**src/rtl/uart_pkg.sv**
```systemverilog
// ----------------------------------------------------------------------------
// uart_pkg
//   Shared types for the UART transmit-side queue.
//   - UART_BYTE_W : width of one serial data byte
//   - byte_t      : one data byte as carried between core, FIFO and transmitter
//   - txq_state_t : line-side launch FSM states of uart_tx_queue
// ----------------------------------------------------------------------------
package uart_pkg;

    localparam int unsigned UART_BYTE_W = 8;

    typedef logic [UART_BYTE_W-1:0] byte_t;

    typedef enum logic [1:0] {
        IDLE,
        LAUNCH,
        WAIT_BUSY,
        WAIT_DONE
    } txq_state_t;

endpackage

```
**src/rtl/byte_fifo.sv**
```systemverilog
// ----------------------------------------------------------------------------
// byte_fifo
//   Synchronous byte FIFO with 2**DEPTH_LOG2 entries. Pointers wrap naturally;
//   occupancy is tracked in a separate counter so full and empty are exact.
//   The head entry is presented combinationally on rd_data.
//
// Ports
//   clk      in   system clock
//   rst_n    in   asynchronous active-low reset (pointers and count cleared)
//   wr_en    in   push wr_data (ignored while full)
//   wr_data  in   byte to push
//   rd_en    in   pop the head entry (ignored while empty)
//   rd_data  out  current head entry
//   count    out  occupancy, 0..DEPTH
//   full     out  count == DEPTH
//   empty    out  count == 0
// ----------------------------------------------------------------------------
module byte_fifo
    import uart_pkg::*;
#(
    parameter int unsigned DEPTH_LOG2 = 4
) (
    input  logic                  clk,
    input  logic                  rst_n,
    input  logic                  wr_en,
    input  logic [UART_BYTE_W-1:0] wr_data,
    input  logic                  rd_en,
    output logic [UART_BYTE_W-1:0] rd_data,
    output logic [DEPTH_LOG2:0]   count,
    output logic                  full,
    output logic                  empty
);

    localparam int unsigned DEPTH = 1 << DEPTH_LOG2;

    byte_t                 r_mem [DEPTH];
    logic [DEPTH_LOG2-1:0] r_wr_ptr;
    logic [DEPTH_LOG2-1:0] r_rd_ptr;
    logic [DEPTH_LOG2:0]   r_count;

    logic                  w_wr;
    logic                  w_rd;

    assign w_wr = wr_en & ~full;
    assign w_rd = rd_en & ~empty;

    // Storage carries no reset; contents are only visible through count.
    always_ff @(posedge clk) begin
        if (w_wr) begin
            r_mem[r_wr_ptr] <= wr_data;
        end
    end

    always_ff @(posedge clk or negedge rst_n) begin
        if (!rst_n) begin
            r_wr_ptr <= '0;
            r_rd_ptr <= '0;
            r_count  <= '0;
        end else begin
            if (w_wr) begin
                r_wr_ptr <= r_wr_ptr + 1'b1;
            end
            if (w_rd) begin
                r_rd_ptr <= r_rd_ptr + 1'b1;
            end
            case ({w_wr, w_rd})
                2'b10:   r_count <= r_count + 1'b1;
                2'b01:   r_count <= r_count - 1'b1;
                default: r_count <= r_count;
            endcase
        end
    end

    assign rd_data = r_mem[r_rd_ptr];
    assign count   = r_count;
    // count never exceeds DEPTH, so its MSB alone marks full.
    assign full    = r_count[DEPTH_LOG2];
    assign empty   = (r_count == '0);

endmodule

```
**src/rtl/uart_tx_queue.sv**
```systemverilog
// ----------------------------------------------------------------------------
// uart_tx_queue
//   Byte queue in front of the UART transmitter. Core stores are accepted
//   through a valid/ready handshake into a byte_fifo and drained one byte at a
//   time via the transmitter's tx_start / sdata / tx_busy interface. If the
//   transmitter does not raise tx_busy within BUSY_WAIT_MAX cycles of a launch,
//   the same byte is launched again, so no byte is ever lost.
//
// Optional feature (macro UART_TX_QUEUE_OVERFLOW_EN):
//   adds ovf (sticky overflow flag, set by in_valid while not ready) and
//   ovf_clear (clears ovf; a simultaneous set wins). Without the macro, writes
//   to a full queue are silently dropped.
//
// Ports
//   clock      in   system clock
//   reset      in   asynchronous active-low reset
//   in_valid   in   core offers in_data
//   in_data    in   byte to enqueue
//   in_ready   out  queue not full
//   tx_start   out  one-cycle launch pulse to the transmitter
//   sdata      out  byte to the transmitter, held from launch to next dequeue
//   tx_busy    in   transmitter busy flag
//   count      out  FIFO occupancy, 0..DEPTH
//   empty      out  FIFO empty and launch FSM idle
//   ovf        out  sticky overflow flag        (UART_TX_QUEUE_OVERFLOW_EN)
//   ovf_clear  in   clear for ovf               (UART_TX_QUEUE_OVERFLOW_EN)
// ----------------------------------------------------------------------------
module uart_tx_queue
    import uart_pkg::*;
#(
    parameter int unsigned DEPTH_LOG2    = 4,
    parameter int unsigned BUSY_WAIT_MAX = 8
) (
    input  logic                   clock,
    input  logic                   reset,
    input  logic                   in_valid,
    input  logic [UART_BYTE_W-1:0] in_data,
    output logic                   in_ready,
    output logic                   tx_start,
    output logic [UART_BYTE_W-1:0] sdata,
    input  logic                   tx_busy,
    output logic [DEPTH_LOG2:0]    count,
    output logic                   empty
`ifdef UART_TX_QUEUE_OVERFLOW_EN
    ,
    output logic                   ovf,
    input  logic                   ovf_clear
`endif
);

    localparam int unsigned RETRY_W = (BUSY_WAIT_MAX > 2) ? $clog2(BUSY_WAIT_MAX) : 1;
    localparam logic [RETRY_W-1:0] RETRY_LAST = RETRY_W'(BUSY_WAIT_MAX - 1);

    txq_state_t           r_state;
    logic                 r_tx_start;
    byte_t                r_sdata;
    logic [RETRY_W-1:0]   r_retry;

    byte_t                w_head;
    logic                 w_full;
    logic                 w_fifo_empty;
    logic                 w_deq;
    logic                 w_enq;

    assign in_ready = ~w_full;
    assign w_enq    = in_valid & in_ready;
    // Dequeue happens on the same edge that moves IDLE -> LAUNCH.
    assign w_deq    = (r_state == IDLE) & ~w_fifo_empty & ~tx_busy;

    byte_fifo #(
        .DEPTH_LOG2 (DEPTH_LOG2)
    ) u_fifo (
        .clk     (clock),
        .rst_n   (reset),
        .wr_en   (w_enq),
        .wr_data (in_data),
        .rd_en   (w_deq),
        .rd_data (w_head),
        .count   (count),
        .full    (w_full),
        .empty   (w_fifo_empty)
    );

    always_ff @(posedge clock or negedge reset) begin
        if (!reset) begin
            r_state    <= IDLE;
            r_tx_start <= 1'b0;
            r_sdata    <= '0;
            r_retry    <= '0;
        end else begin
            case (r_state)
                IDLE: begin
                    if (w_deq) begin
                        r_state    <= LAUNCH;
                        r_tx_start <= 1'b1;
                        r_sdata    <= w_head;
                    end
                end
                LAUNCH: begin
                    r_tx_start <= 1'b0;
                    r_retry    <= '0;
                    r_state    <= WAIT_BUSY;
                end
                WAIT_BUSY: begin
                    if (tx_busy) begin
                        r_state <= WAIT_DONE;
                    end else if (r_retry == RETRY_LAST) begin
                        // No acknowledge: relaunch the byte still held in r_sdata.
                        r_state    <= LAUNCH;
                        r_tx_start <= 1'b1;
                    end else begin
                        r_retry <= r_retry + 1'b1;
                    end
                end
                WAIT_DONE: begin
                    if (!tx_busy) begin
                        r_state <= IDLE;
                    end
                end
                default: begin
                    r_state    <= IDLE;
                    r_tx_start <= 1'b0;
                end
            endcase
        end
    end

    assign tx_start = r_tx_start;
    assign sdata    = r_sdata;
    assign empty    = w_fifo_empty & (r_state == IDLE);

`ifdef UART_TX_QUEUE_OVERFLOW_EN
    logic r_ovf;

    always_ff @(posedge clock or negedge reset) begin
        if (!reset) begin
            r_ovf <= 1'b0;
        end else if (in_valid & ~in_ready) begin
            r_ovf <= 1'b1;
        end else if (ovf_clear) begin
            r_ovf <= 1'b0;
        end
    end

    assign ovf = r_ovf;
`endif

endmodule

```
**config.mk**
```make
export PLATFORM = sky130hd
export DESIGN_NAME = uart_tx_queue
export DESIGN_NICKNAME = d
export VERILOG_FILES = /design/src/rtl/uart_pkg.sv /design/src/rtl/byte_fifo.sv /design/src/rtl/uart_tx_queue.sv
export SDC_FILE = /design/constraint.sdc
export NUM_CORES = 1
export LEC_CHECK = 0
export CORE_MARGIN = 2
export CORE_UTILIZATION = 50
export CTS_BUF_LIST = sky130_fd_sc_hd__clkbuf_8
export DETAILED_ROUTE_END_ITERATION = 12
export GPL_ROUTABILITY_DRIVEN = 0
export HOLD_SLACK_MARGIN = 0.06
export PLACE_DENSITY = 0.71
export SYNTH_ARGS = -nofsm -noshare
export SYNTH_HDL_FRONTEND = slang
export SYNTH_HIERARCHICAL = 1
export SYNTH_SLANG_ARGS = --single-unit
export TNS_END_PERCENT = 100
```
**constraint.sdc**
```tcl
create_clock -name clock -period 4.2 [get_ports clock]
set_input_delay 0.42 -clock clock [delete_from_list [all_inputs] [get_ports clock]]
set_output_delay 0.42 -clock clock [all_outputs]
set_load 0.02 [all_outputs]
```
==> results.yml <==
logic_synthesis:
  synth_nets: 412
  ys_async_sr_fraction: 0.174
  synthTopCellsByArea: "edfxtp_1 (60%), dfrtp_1 (11%), mux4_2 (5.6%)"
  ys_ff_latch: 155
  synth.top_cell.area_share: 0.601
  synth_top_area_cell: "edfxtp_1"
  avgSynthCellArea_um2: 16.5
  yosys_most_used_dff: "edfxtp_1"
  seq_area_frac_synth: 0.707
  synth_edf_count: 128
  syn_area_um2: 6390
  synth.distinct_cells: 36
  synth-warning-count: 6
  synthCells: 388
floorplan:
  core_area_um2: 12600
  die_area_um2: 13700
  core.rowCount: 41
  start_util: 0.509
  die_w_um: 117
  die-height_um: 117
  pin_count: 28
timing:
  rsz0062_at_grt: "no"
  period_share: 0.808
  tns_ns: 0
  slew_violations: 0
  finalClockSkew_ns: 0.0142
  max_slew_margin: 0.410
  tightest_slew_ns: 0.885
  hold_viol: 0
  finalSetupViolCount: 0
  period_minus_slack_ns: 3.39
  clock.fmax_mhz: 295
setup_path:
  r2r-start: "u_fifo/count[0]$_DFFE_PN0P_"
  rrSetupSlack_ns: 0.81
  cp-start-kind: "register"
  timing.rr.end: "u_fifo/count[4]$_DFFE_PN0P_"
  crit_type: "reg -> reg"
  worstPathMaxFanout: 10
  cp.required_ns: 4.52
  reg2reg_depth: 12
  cp-end-kind: "register"
  cp.arrival_ns: 3.71
drt:
  met3WireLength_um: 580
  wl_met2_mm: 6.17
  drt_pass1_iterations: 5
  route.detailed.drc: 0
  routed.top_layer: "met4"
  drt_iter0_drc: 274
  routedWlPerCell_um: 20.1
  wl_met1_mm: 5.32
  vias_per_cell: 5.55
  finalWirelength_mm: 12.2
  ant_nets: 0
  num_vias: 3365
clock_tree:
  holdBufCountCts: 0
  cts_root_buffer: "clkbuf_8"
  clock-sinks: 155
  post_cts_buffers: 0
  clock_latency_ns: 0.44
  clk_pin_slew_worst_paths_ns: 0.08
  cts-resized-gates: 0
  clk_path_buf_depth: 2
  htree_levels: 4
  cts_buffers: 17
  cts_tree: "built"
place:
  dp.cells: 574
  dpl.hpwl_mm: 7.99
  placement.io_buffers: 27
power:
  combPwrFrac: 0.319
  peakVddDrop_uv: 340
  leakagePower_nw: 2.49
  p_int_mw: 2.97
  seqPwrFrac: 0.465
  swShare: 0.349
  power_density_nw_per_um2: 636
  p_switching_mw: 1.59
  power_frac_clock: 0.216
cells_and_area:
  area_growth_pct: 12.3
  drive_above_1_share: 0.175
  final_cells: 606
  nets: 445
  final_common_cell: "edfxtp_1"
  antennaDiodeCount: 0
  most-common-layout-cells: "edfxtp_1 (128), clkdlybuf4s50_1 (27), o21ai_0 (26), mux2i_1 (26), dfrtp_1 (26)"
  n_fill_cell: 946
grt:
  grt_pass1_vias: 3276
  track_usage: 0.192
  grt_max_degree: 28
  antenna_found_initial: 0
  grt_overflow: 0
  grt_first_pass_wirelength_mm: 18.7
min_path:
  hold_path_class: "in -> async"
outcome:
  run_status: "completed"
job:
  cap_violations: 0
-- kinds of logic after synthesis --
logic type | share of synthesized area
fa+ha+maj | 0.0247
simple gates | 0.0503
buf+inv | 0.0229
xor+xnor | 0.0137
mux | 0.128
flops | 0.707
compound gates | 0.0538
-- synth_stat cells (2+ instances only) --
cell type  count
nor3_1         6
a31oi_1        2
mux4_2        16
o21ai_0       26
clkbuf_1      12
xor2_1         3
a221oi_1       8
mux2i_1       26
nor2_1        17
buf_6          2
mux2_2        16
dfrtp_1       27
nand2_1       21
edfxtp_1     128
nand2b_1       3
buf_4          4
a21oi_1       11
inv_1          8
xnor2_1        7
and2_1         2
nor2b_1        8
a22oi_1        8
nand3_1        2
ha_1          11
buf_2          3
-- how the worst max path moves through the flow --
| stage | from | end | slack, ns | cells after the start |
|---|---|---|---|---|
| finish | u_fifo/count[0]$_DFFE_PN0P_ | u_fifo/count[4]$_DFFE_PN0P_ | 0.81 | 12 |
| global route | u_fifo/count[0]$_DFFE_PN0P_ | u_fifo/count[4]$_DFFE_PN0P_ | 0.66 | 12 |
| CTS | u_fifo/count[0]$_DFFE_PN0P_ | u_fifo/count[4]$_DFFE_PN0P_ | 0.83 | 12 |
| detailed placement | tx_busy | u_fifo/count[4]$_DFFE_PN0P_ | 0.62 | 12 |
| global placement | tx_busy | u_fifo/count[4]$_DFFE_PN0P_ | 0.71 | 12 |
| floorplan | u_fifo/count[0]$_DFFE_PN0P_ | u_fifo/count[4]$_DFFE_PN0P_ | 1.09 | 12 |
-- power groups by stage --
stage               logic (mW)  clock network [mW]  registers, mW
global placement          1.44                   0           2.15
finish                    1.46               0.985           2.12
detailed placement        1.46                   0           2.16
global route              1.59                1.07           2.15
floorplan                 1.08                   0           2.05
CTS                       1.47                1.00           2.12
-- metrics by stage --
stage               setup slack, ns  hold WS, ns  cell area, µm²  total power, mW   util
global route                  0.660        0.383            7180             4.82  0.571
global placement              0.713        0.490            6830             3.59  0.543
floorplan                      1.09        0.124            6390             3.12      -
CTS                           0.831        0.335            7180             4.59  0.571
detailed placement            0.616        0.502            6830             3.62  0.543
finish                        0.807        0.344            7180             4.56  0.571
-- registers in the layout, indices dropped and copies added, names as in the netlist --
name,count
r_retry,3
u_fifo/r_mem,128
r_state,2
tx_start,1
u_fifo/r_wr_ptr,4
u_fifo/r_rd_ptr,4
u_fifo/count,5
sdata,8
-- final cells by class --
cell class,instances,area (µm²),share of cell area
Clock buffer,17,234,0.0326
Clock inverter,15,116,0.0162
Multi-Input combinational cell,203,1730,0.240
Inverter,8,30.0,0.00418
Tap cell,172,215,0.0300
Sequential cell,155,4520,0.630
Timing Repair Buffer,36,338,0.0470
-- routing by layer --
| metal | global-route usage | up-vias |
|---|---|---|
| met3 | 0.0474 | 13 |
| met4 | 0.0510 | 0 |
| li1 | - | 1547 |
| met2 | 0.305 | 100 |
| met1 | 0.269 | 1705 |
| met5 | 0 | - |
-- critical path: stages (launching register included) --
cell	delay [ns]
dfrtp_1	0.44
or4_1	0.55
nor2_2	0.23
nor4_4	0.07
buf_4	0.19
nor2b_1	0.21
ha_1	0.28
ha_1	0.34
nor2b_1	0.14
o21ai_0	0.22
a21oi_1	0.11
or3b_1	0.37
xnor2_1	0.13
(Power assumes the default switching activity.)
